**src/rtl/uart_tx_dev.sv**
```systemverilog
// Memory-mapped 8N1 serial transmitter: a 4-entry byte FIFO drained LSB-first onto txd.
// irq is a registered level that means "enabled, FIFO empty and transmitter idle".
module uart_tx_dev #(
    parameter logic [31:0] BASE_ADDR = 32'h0000_7f20,
    parameter logic [15:0] DIV       = 16'd16
) (
    input  logic        clk,
    input  logic        reset,
    input  logic [31:0] addr,
    input  logic        we,
    input  logic [31:0] wd,
    output logic [31:0] rd,
    output logic        irq,
    output logic        txd
);

    typedef enum logic [1:0] {
        IDLE  = 2'd0,
        START = 2'd1,
        DATA  = 2'd2,
        STOP  = 2'd3
    } state_t;

    localparam logic [1:0] REG_DATA   = 2'd0;
    localparam logic [1:0] REG_STATUS = 2'd1;
    localparam logic [1:0] REG_CTRL   = 2'd2;
    localparam logic [1:0] REG_DIV    = 2'd3;
    localparam logic [15:0] DIV_MIN   = 16'd2;

    state_t      state_q, state_d;
    logic [7:0]  fifo_q [4];
    logic [7:0]  fifo_d [4];
    logic [1:0]  wr_ptr_q, wr_ptr_d;
    logic [1:0]  rd_ptr_q, rd_ptr_d;
    logic [2:0]  cnt_q, cnt_d;
    logic        ovr_q, ovr_d;
    logic        ien_q, ien_d;
    logic        txen_q, txen_d;
    logic [15:0] div_q, div_d;
    logic [15:0] period_q, period_d;
    logic [15:0] timer_q, timer_d;
    logic [2:0]  bitidx_q, bitidx_d;
    logic [7:0]  shift_q, shift_d;
    logic        irq_q, irq_d;

    logic        hit;
    logic        wr_en;
    logic        push;
    logic        push_ok;
    logic        pop;
    logic        empty;
    logic        full;
    logic        busy;
    logic        bit_done;
    logic        unused_bits;

    assign hit         = (addr[31:4] == BASE_ADDR[31:4]);
    assign wr_en       = we & hit;
    assign push        = wr_en && (addr[3:2] == REG_DATA);
    assign empty       = (cnt_q == 3'd0);
    assign full        = (cnt_q == 3'd4);
    // Overflow is judged on the count before any same-cycle pop.
    assign push_ok     = push && !full;
    assign pop         = (state_q == IDLE) && txen_q && !empty;
    assign bit_done    = (timer_q == period_q - 16'd1);
    assign irq         = irq_q;
    assign unused_bits = ^{wd[31:16], addr[1:0]};

    // ---------------------------------------------------------------- FSM: state register
    // NOTE: sequential state uses non-blocking assignments so every flop samples pre-edge values.
    always_ff @(posedge clk) begin
        if (reset) begin
            state_q <= IDLE;
        end else begin
            state_q <= state_d;
        end
    end

    // ---------------------------------------------------------------- FSM: next state
    // NOTE: every combinational output gets a default first, so no path can infer a latch.
    always_comb begin
        state_d = state_q;
        case (state_q)
            IDLE:    if (pop) state_d = START;
            START:   if (bit_done) state_d = DATA;
            DATA:    if (bit_done && (bitidx_q == 3'd7)) state_d = STOP;
            STOP:    if (bit_done) state_d = IDLE;
            default: state_d = IDLE;
        endcase
    end

    // ---------------------------------------------------------------- FSM: outputs
    always_comb begin
        txd  = 1'b1;
        busy = 1'b1;
        case (state_q)
            IDLE:    busy = 1'b0;
            START:   txd  = 1'b0;
            DATA:    txd  = shift_q[0];
            STOP:    txd  = 1'b1;
            default: busy = 1'b0;
        endcase
    end

    // ---------------------------------------------------------------- FIFO and registers
    always_comb begin
        fifo_d   = fifo_q;
        wr_ptr_d = wr_ptr_q;
        rd_ptr_d = rd_ptr_q;
        ovr_d    = ovr_q;
        ien_d    = ien_q;
        txen_d   = txen_q;
        div_d    = div_q;

        if (push_ok) begin
            fifo_d[wr_ptr_q] = wd[7:0];
            wr_ptr_d         = wr_ptr_q + 2'd1;
        end
        if (push && !push_ok) begin
            ovr_d = 1'b1;
        end
        if (wr_en && (addr[3:2] == REG_STATUS)) begin
            ovr_d = 1'b0;
        end
        if (wr_en && (addr[3:2] == REG_CTRL)) begin
            ien_d  = wd[0];
            txen_d = wd[1];
        end
        if (wr_en && (addr[3:2] == REG_DIV)) begin
            div_d = (wd[15:0] < DIV_MIN) ? DIV_MIN : wd[15:0];
        end
        if (pop) begin
            rd_ptr_d = rd_ptr_q + 2'd1;
        end

        cnt_d = cnt_q + {2'b00, push_ok} - {2'b00, pop};
    end

    // ---------------------------------------------------------------- bit timer and shifter
    always_comb begin
        period_d = period_q;
        timer_d  = timer_q;
        bitidx_d = bitidx_q;
        shift_d  = shift_q;

        if (state_q == IDLE) begin
            timer_d = 16'd0;
            if (pop) begin
                // The divisor is captured here so a DIV write mid-frame only affects the next frame.
                period_d = div_q;
                shift_d  = fifo_q[rd_ptr_q];
                bitidx_d = 3'd0;
            end
        end else if (bit_done) begin
            timer_d = 16'd0;
            if (state_q == DATA) begin
                shift_d  = {1'b0, shift_q[7:1]};
                bitidx_d = bitidx_q + 3'd1;
            end
        end else begin
            timer_d = timer_q + 16'd1;
        end

        irq_d = ien_q & empty & (state_q == IDLE);
    end

    // ---------------------------------------------------------------- control flops
    always_ff @(posedge clk) begin
        if (reset) begin
            wr_ptr_q <= 2'd0;
            rd_ptr_q <= 2'd0;
            cnt_q    <= 3'd0;
            ovr_q    <= 1'b0;
            ien_q    <= 1'b0;
            txen_q   <= 1'b0;
            div_q    <= DIV;
            period_q <= 16'd0;
            timer_q  <= 16'd0;
            bitidx_q <= 3'd0;
            shift_q  <= 8'd0;
            irq_q    <= 1'b0;
        end else begin
            wr_ptr_q <= wr_ptr_d;
            rd_ptr_q <= rd_ptr_d;
            cnt_q    <= cnt_d;
            ovr_q    <= ovr_d;
            ien_q    <= ien_d;
            txen_q   <= txen_d;
            div_q    <= div_d;
            period_q <= period_d;
            timer_q  <= timer_d;
            bitidx_q <= bitidx_d;
            shift_q  <= shift_d;
            irq_q    <= irq_d;
        end
    end

    // NOTE: the FIFO storage is not reset; pointers and count alone decide which entries are valid.
    always_ff @(posedge clk) begin
        fifo_q <= fifo_d;
    end

    // ---------------------------------------------------------------- read mux
    always_comb begin
        rd = 32'd0;
        if (hit) begin
            case (addr[3:2])
                REG_STATUS: rd = {26'd0, cnt_q, ovr_q, empty, busy};
                REG_CTRL:   rd = {30'd0, txen_q, ien_q};
                REG_DIV:    rd = {16'd0, div_q};
                default:    rd = 32'd0;
            endcase
        end
    end

endmodule

```
**config.mk**
```make
export PLATFORM = sky130hd
export DESIGN_NAME = uart_tx_dev
export DESIGN_NICKNAME = d
export VERILOG_FILES = /design/src/rtl/uart_tx_dev.sv
export SDC_FILE = /design/constraint.sdc
export NUM_CORES = 1
export LEC_CHECK = 0
export ABC_CLOCK_PERIOD_IN_PS = 7550
export CAP_MARGIN = 20
export CORE_ASPECT_RATIO = 0.6
export CORE_MARGIN = 2
export CORE_UTILIZATION = 29
export DETAILED_ROUTE_END_ITERATION = 16
export PLACE_DENSITY_LB_ADDON = 0.05
export SETUP_SLACK_MARGIN = 0.15
export SLEW_MARGIN = 10
export SYNTH_ARGS = -nofsm -noshare
export SYNTH_HDL_FRONTEND = slang
export SYNTH_SLANG_ARGS = --single-unit
```
**constraint.sdc**
```tcl
create_clock -name clk -period 7.55 [get_ports clk]
set_clock_uncertainty 0.15 [all_clocks]
set_input_delay 0.755 -clock clk [delete_from_list [all_inputs] [get_ports clk]]
set_output_delay 0.755 -clock clk [all_outputs]
set_load 0.05 [all_outputs]
```
==> results.md <==
- TNS Setup: 0 ns
- F_max: 234 MHz
- Postcts setup bufs: 0
- Post-Synth XOR/XNOR Area: 6.84%
- Hold Path Origin: shift_q[3]
- Mapped Cells: 545
- Hold Path Depth: 2
- Path depth of the worst reg2reg path: 9
- First-pass GRT wire length: 21.9 mm
- CTS Root Cell: clkbuf_16
- Max-slew violations: 0
- Initial DRC Count: 247
- Top Ports: 101
- Final GP Congestion: 0.765
- Synthesized area per cell: 9.64 um^2
- # H-tree levels: 3
- Die X: 178 um
- # hold bufs at CTS: 0
- Leakage power: 2.28 nW
- Share of layout cells above drive strength 1: 6.99%
- Setup CP Type: in -> out
- Vias per inst: 4.78
- Routed Antenna Nets: 0
- Commonest non-fill, non-tap cell in the layout: nand2_1
- CORE AREA: 17900 um^2
- Routed WL: 13.5 mm
- Crit start category: primary input
- Layout Cells excl Fill: 841
- Clock tree buffer depth: 2
- Post-synthesis mux area share: 8.39%
- Die area: 19200 um^2
- Nets: 678
- Worst hold endpoint: shift_q[3]
- # diodes: 0
- RSZ-0062 raised after global routing: false
- Die height: 108 um
- Final setup viols: 0
- Via count: 4016
- Synthesized area: 5250 um^2
- Wire length per cell: 16.1 um
- Final Hold Viols: 0
- CTS buffer count: 9
- Netlist cell types: 58
- Antenna violations before repair: 1
- CTS tree: built
- Number of global-route vias before repair: 3876
- Arrival @ worst endpoint: 3.36 ns
- First-pass detailed-route iteration total: 4
- Clock sinks: 104
- Crit path top cell by count: clkdlybuf4s50_1
- CP max-delay cell: clkdlybuf4s50_1
- Setup crit end kind: primary output
- Design Area, Final: 6330 um^2
- CTS-repair resized insts: 0
- Ys Warns: 0
- Post-synth EDFFs: 32
- Synthesized flop and latch total: 104
- Worst vdd ir: 0.103 mV
- Most frequent cells in the layout: 89 x nand2_1, 72 x dfxtp_1, 65 x clkdlybuf4s50_1
- Largest net degree at the start of global routing: 49
- Synth Area in Adders: 3.72%
- Area share of the largest cell type after synthesis: 27.4%
- Outcome: completed
- Global Route Usage Sum: 15.0%
- Port Buffers: 66
- Critical Path RT: 6.64 ns
- Placed Cells: 825
- Tot Pwr: 0.00110 W
- Largest family of logic cells by synthesized area: simple AND/OR/NAND/NOR gates
- R2R Path Start: period_q[0]
- Simple-Gate Fraction of Synth Area: 21.7%
- CP Max Fanout: 4
- Final core occ: 35.3%
- CP peak stage delay: 0.83 ns
- Ys async rst share: 0%
- Area leader, netlist: dfxtp_1
- Max-slew headroom: 36.7%
- Max-Cap Viols: 0
- DRC viols: 0
- Worst-margin pin slew: 0.950 ns
- Pwr/cell area: 174 nW/um^2
- Placed Area: 6030 um^2
- Ys flop type: dfxtp_1
- Reg-to-reg slack, setup: 3.75 ns
- Synth Area in Compound Gates: 7.74%
- Min-delay worst type: reg -> reg
- Crit-path cells: clkdlybuf4s50_1, nor4b_1, nand4_1, nor3_1, nand2_1, nor2_1, clkdlybuf4s50_1
- Synthesis-to-layout area growth: 20.5%
- Post-DP HPWL: 10.3 mm
- Initial core utilization: 29.3%
- CTS clock-pin slew for the worst setup and hold paths: 0.07 ns
- Seq/Total Area, Yosys: 45.7%
- Post-layout minimum cycle time: 4.27 ns
- Cell Rows: 38
- Top cells by area, synth: dfxtp_1 27%, edfxtp_1 18%, nand2_1 6.4%, xnor2_1 3.7%, mux4_2 3.4%
- Period Utilization, post-route: 56.6%
- Clk_lat worst skew: 0.35 ns
- Grt total ovfl: 0
- R2r endpoint: bitidx_q[0]
-- registers in the layout (all words and copies together) (netlist names) --
name / count
fifo_q: 32
div_q: 16
cnt_q: 3
shift_q: 8
ovr_q: 1
irq: 1
bitidx_q: 3
rd_ptr_q: 2
ien_q: 1
period_q: 16
timer_q: 16
wr_ptr_q: 2
state_q: 2
txen_q: 1
-- layout make-up --
type / instances / area (um^2)
clock buffer: 9 / 225
clock inverter: 7 / 71.3
fill: 1808 / 11600
inverter: 14 / 52.6
multi-input combinational: 398 / 2600
sequential: 104 / 2400
tap: 240 / 300
timing repair buffer: 69 / 678
-- cell usage after synthesis (all sizes together) (5+ instances only) --
master and n:
and3 10, or4 6, edfxtp 32, nor4 15, and2 11, buf 24, clkbuf 20, ha 14
mux4 8, mux2 8, xor2 19, nand4 5, xnor2 22, mux2i 17, nor3 11, nand3 13
nor2 46, a22oi 7, nand2 89, dfxtp 72, inv 14, a21oi 28
-- per-layer routing --
metal / wire length (um) / vias up / global-route usage (%)
met1: 7400 / 1911 / 23.5
met3: 749 / 9 / 3.52
li1: - / 1988 / -
met4: 114 / 0 / 3.34
met5: 0 / - / 0
met2: 5240 / 108 / 20.5
-- critical path, delay by kind of cell --
kind / cells / cell delay (ns)
and+or+nand+nor: 5 / 1.37
buffers and inverters: 2 / 1.23
-- through the flow --
step | setup slack (ns) | hold slack [ns]
after floorplan | 4.32 | 0.277
after global placement | 3.33 | 0.296
after detailed placement | 3.28 | 0.307
after CTS | 3.27 | 0.319
after global routing | 3.05 | 0.340
final | 3.28 | 0.312
-- worst max path at each step --
stage	startpoint	depth (start not counted)	slack, ns	end
global placement	addr[28]	7	3.33	rd[4]
global route	addr[28]	7	3.05	rd[3]
floorplan	addr[28]	5	4.32	rd[2]
CTS	addr[28]	7	3.27	rd[5]
finish	addr[28]	7	3.28	rd[5]
detailed placement	addr[28]	7	3.28	rd[5]
-- kinds of logic after synthesis --
group / after synthesis
other: 1
DFF: 104
xor gates and xnor gates: 41
AOI/OAI and AO/OA: 62
muxes: 33
buffers and inverters: 58
and+or+nand+nor: 231
adders and majority gates: 15
-- where the power goes --
| part | switching (W) | total (W) | internal [W] |
|---|---|---|---|
| clock network | 0.000234 | 0.000470 | 0.000235 |
| registers | 0.0000000000000799 | 0.000574 | 0.000574 |
| logic | 0.0000357 | 0.0000595 | 0.0000239 |
(Power assumes the default switching activity.)
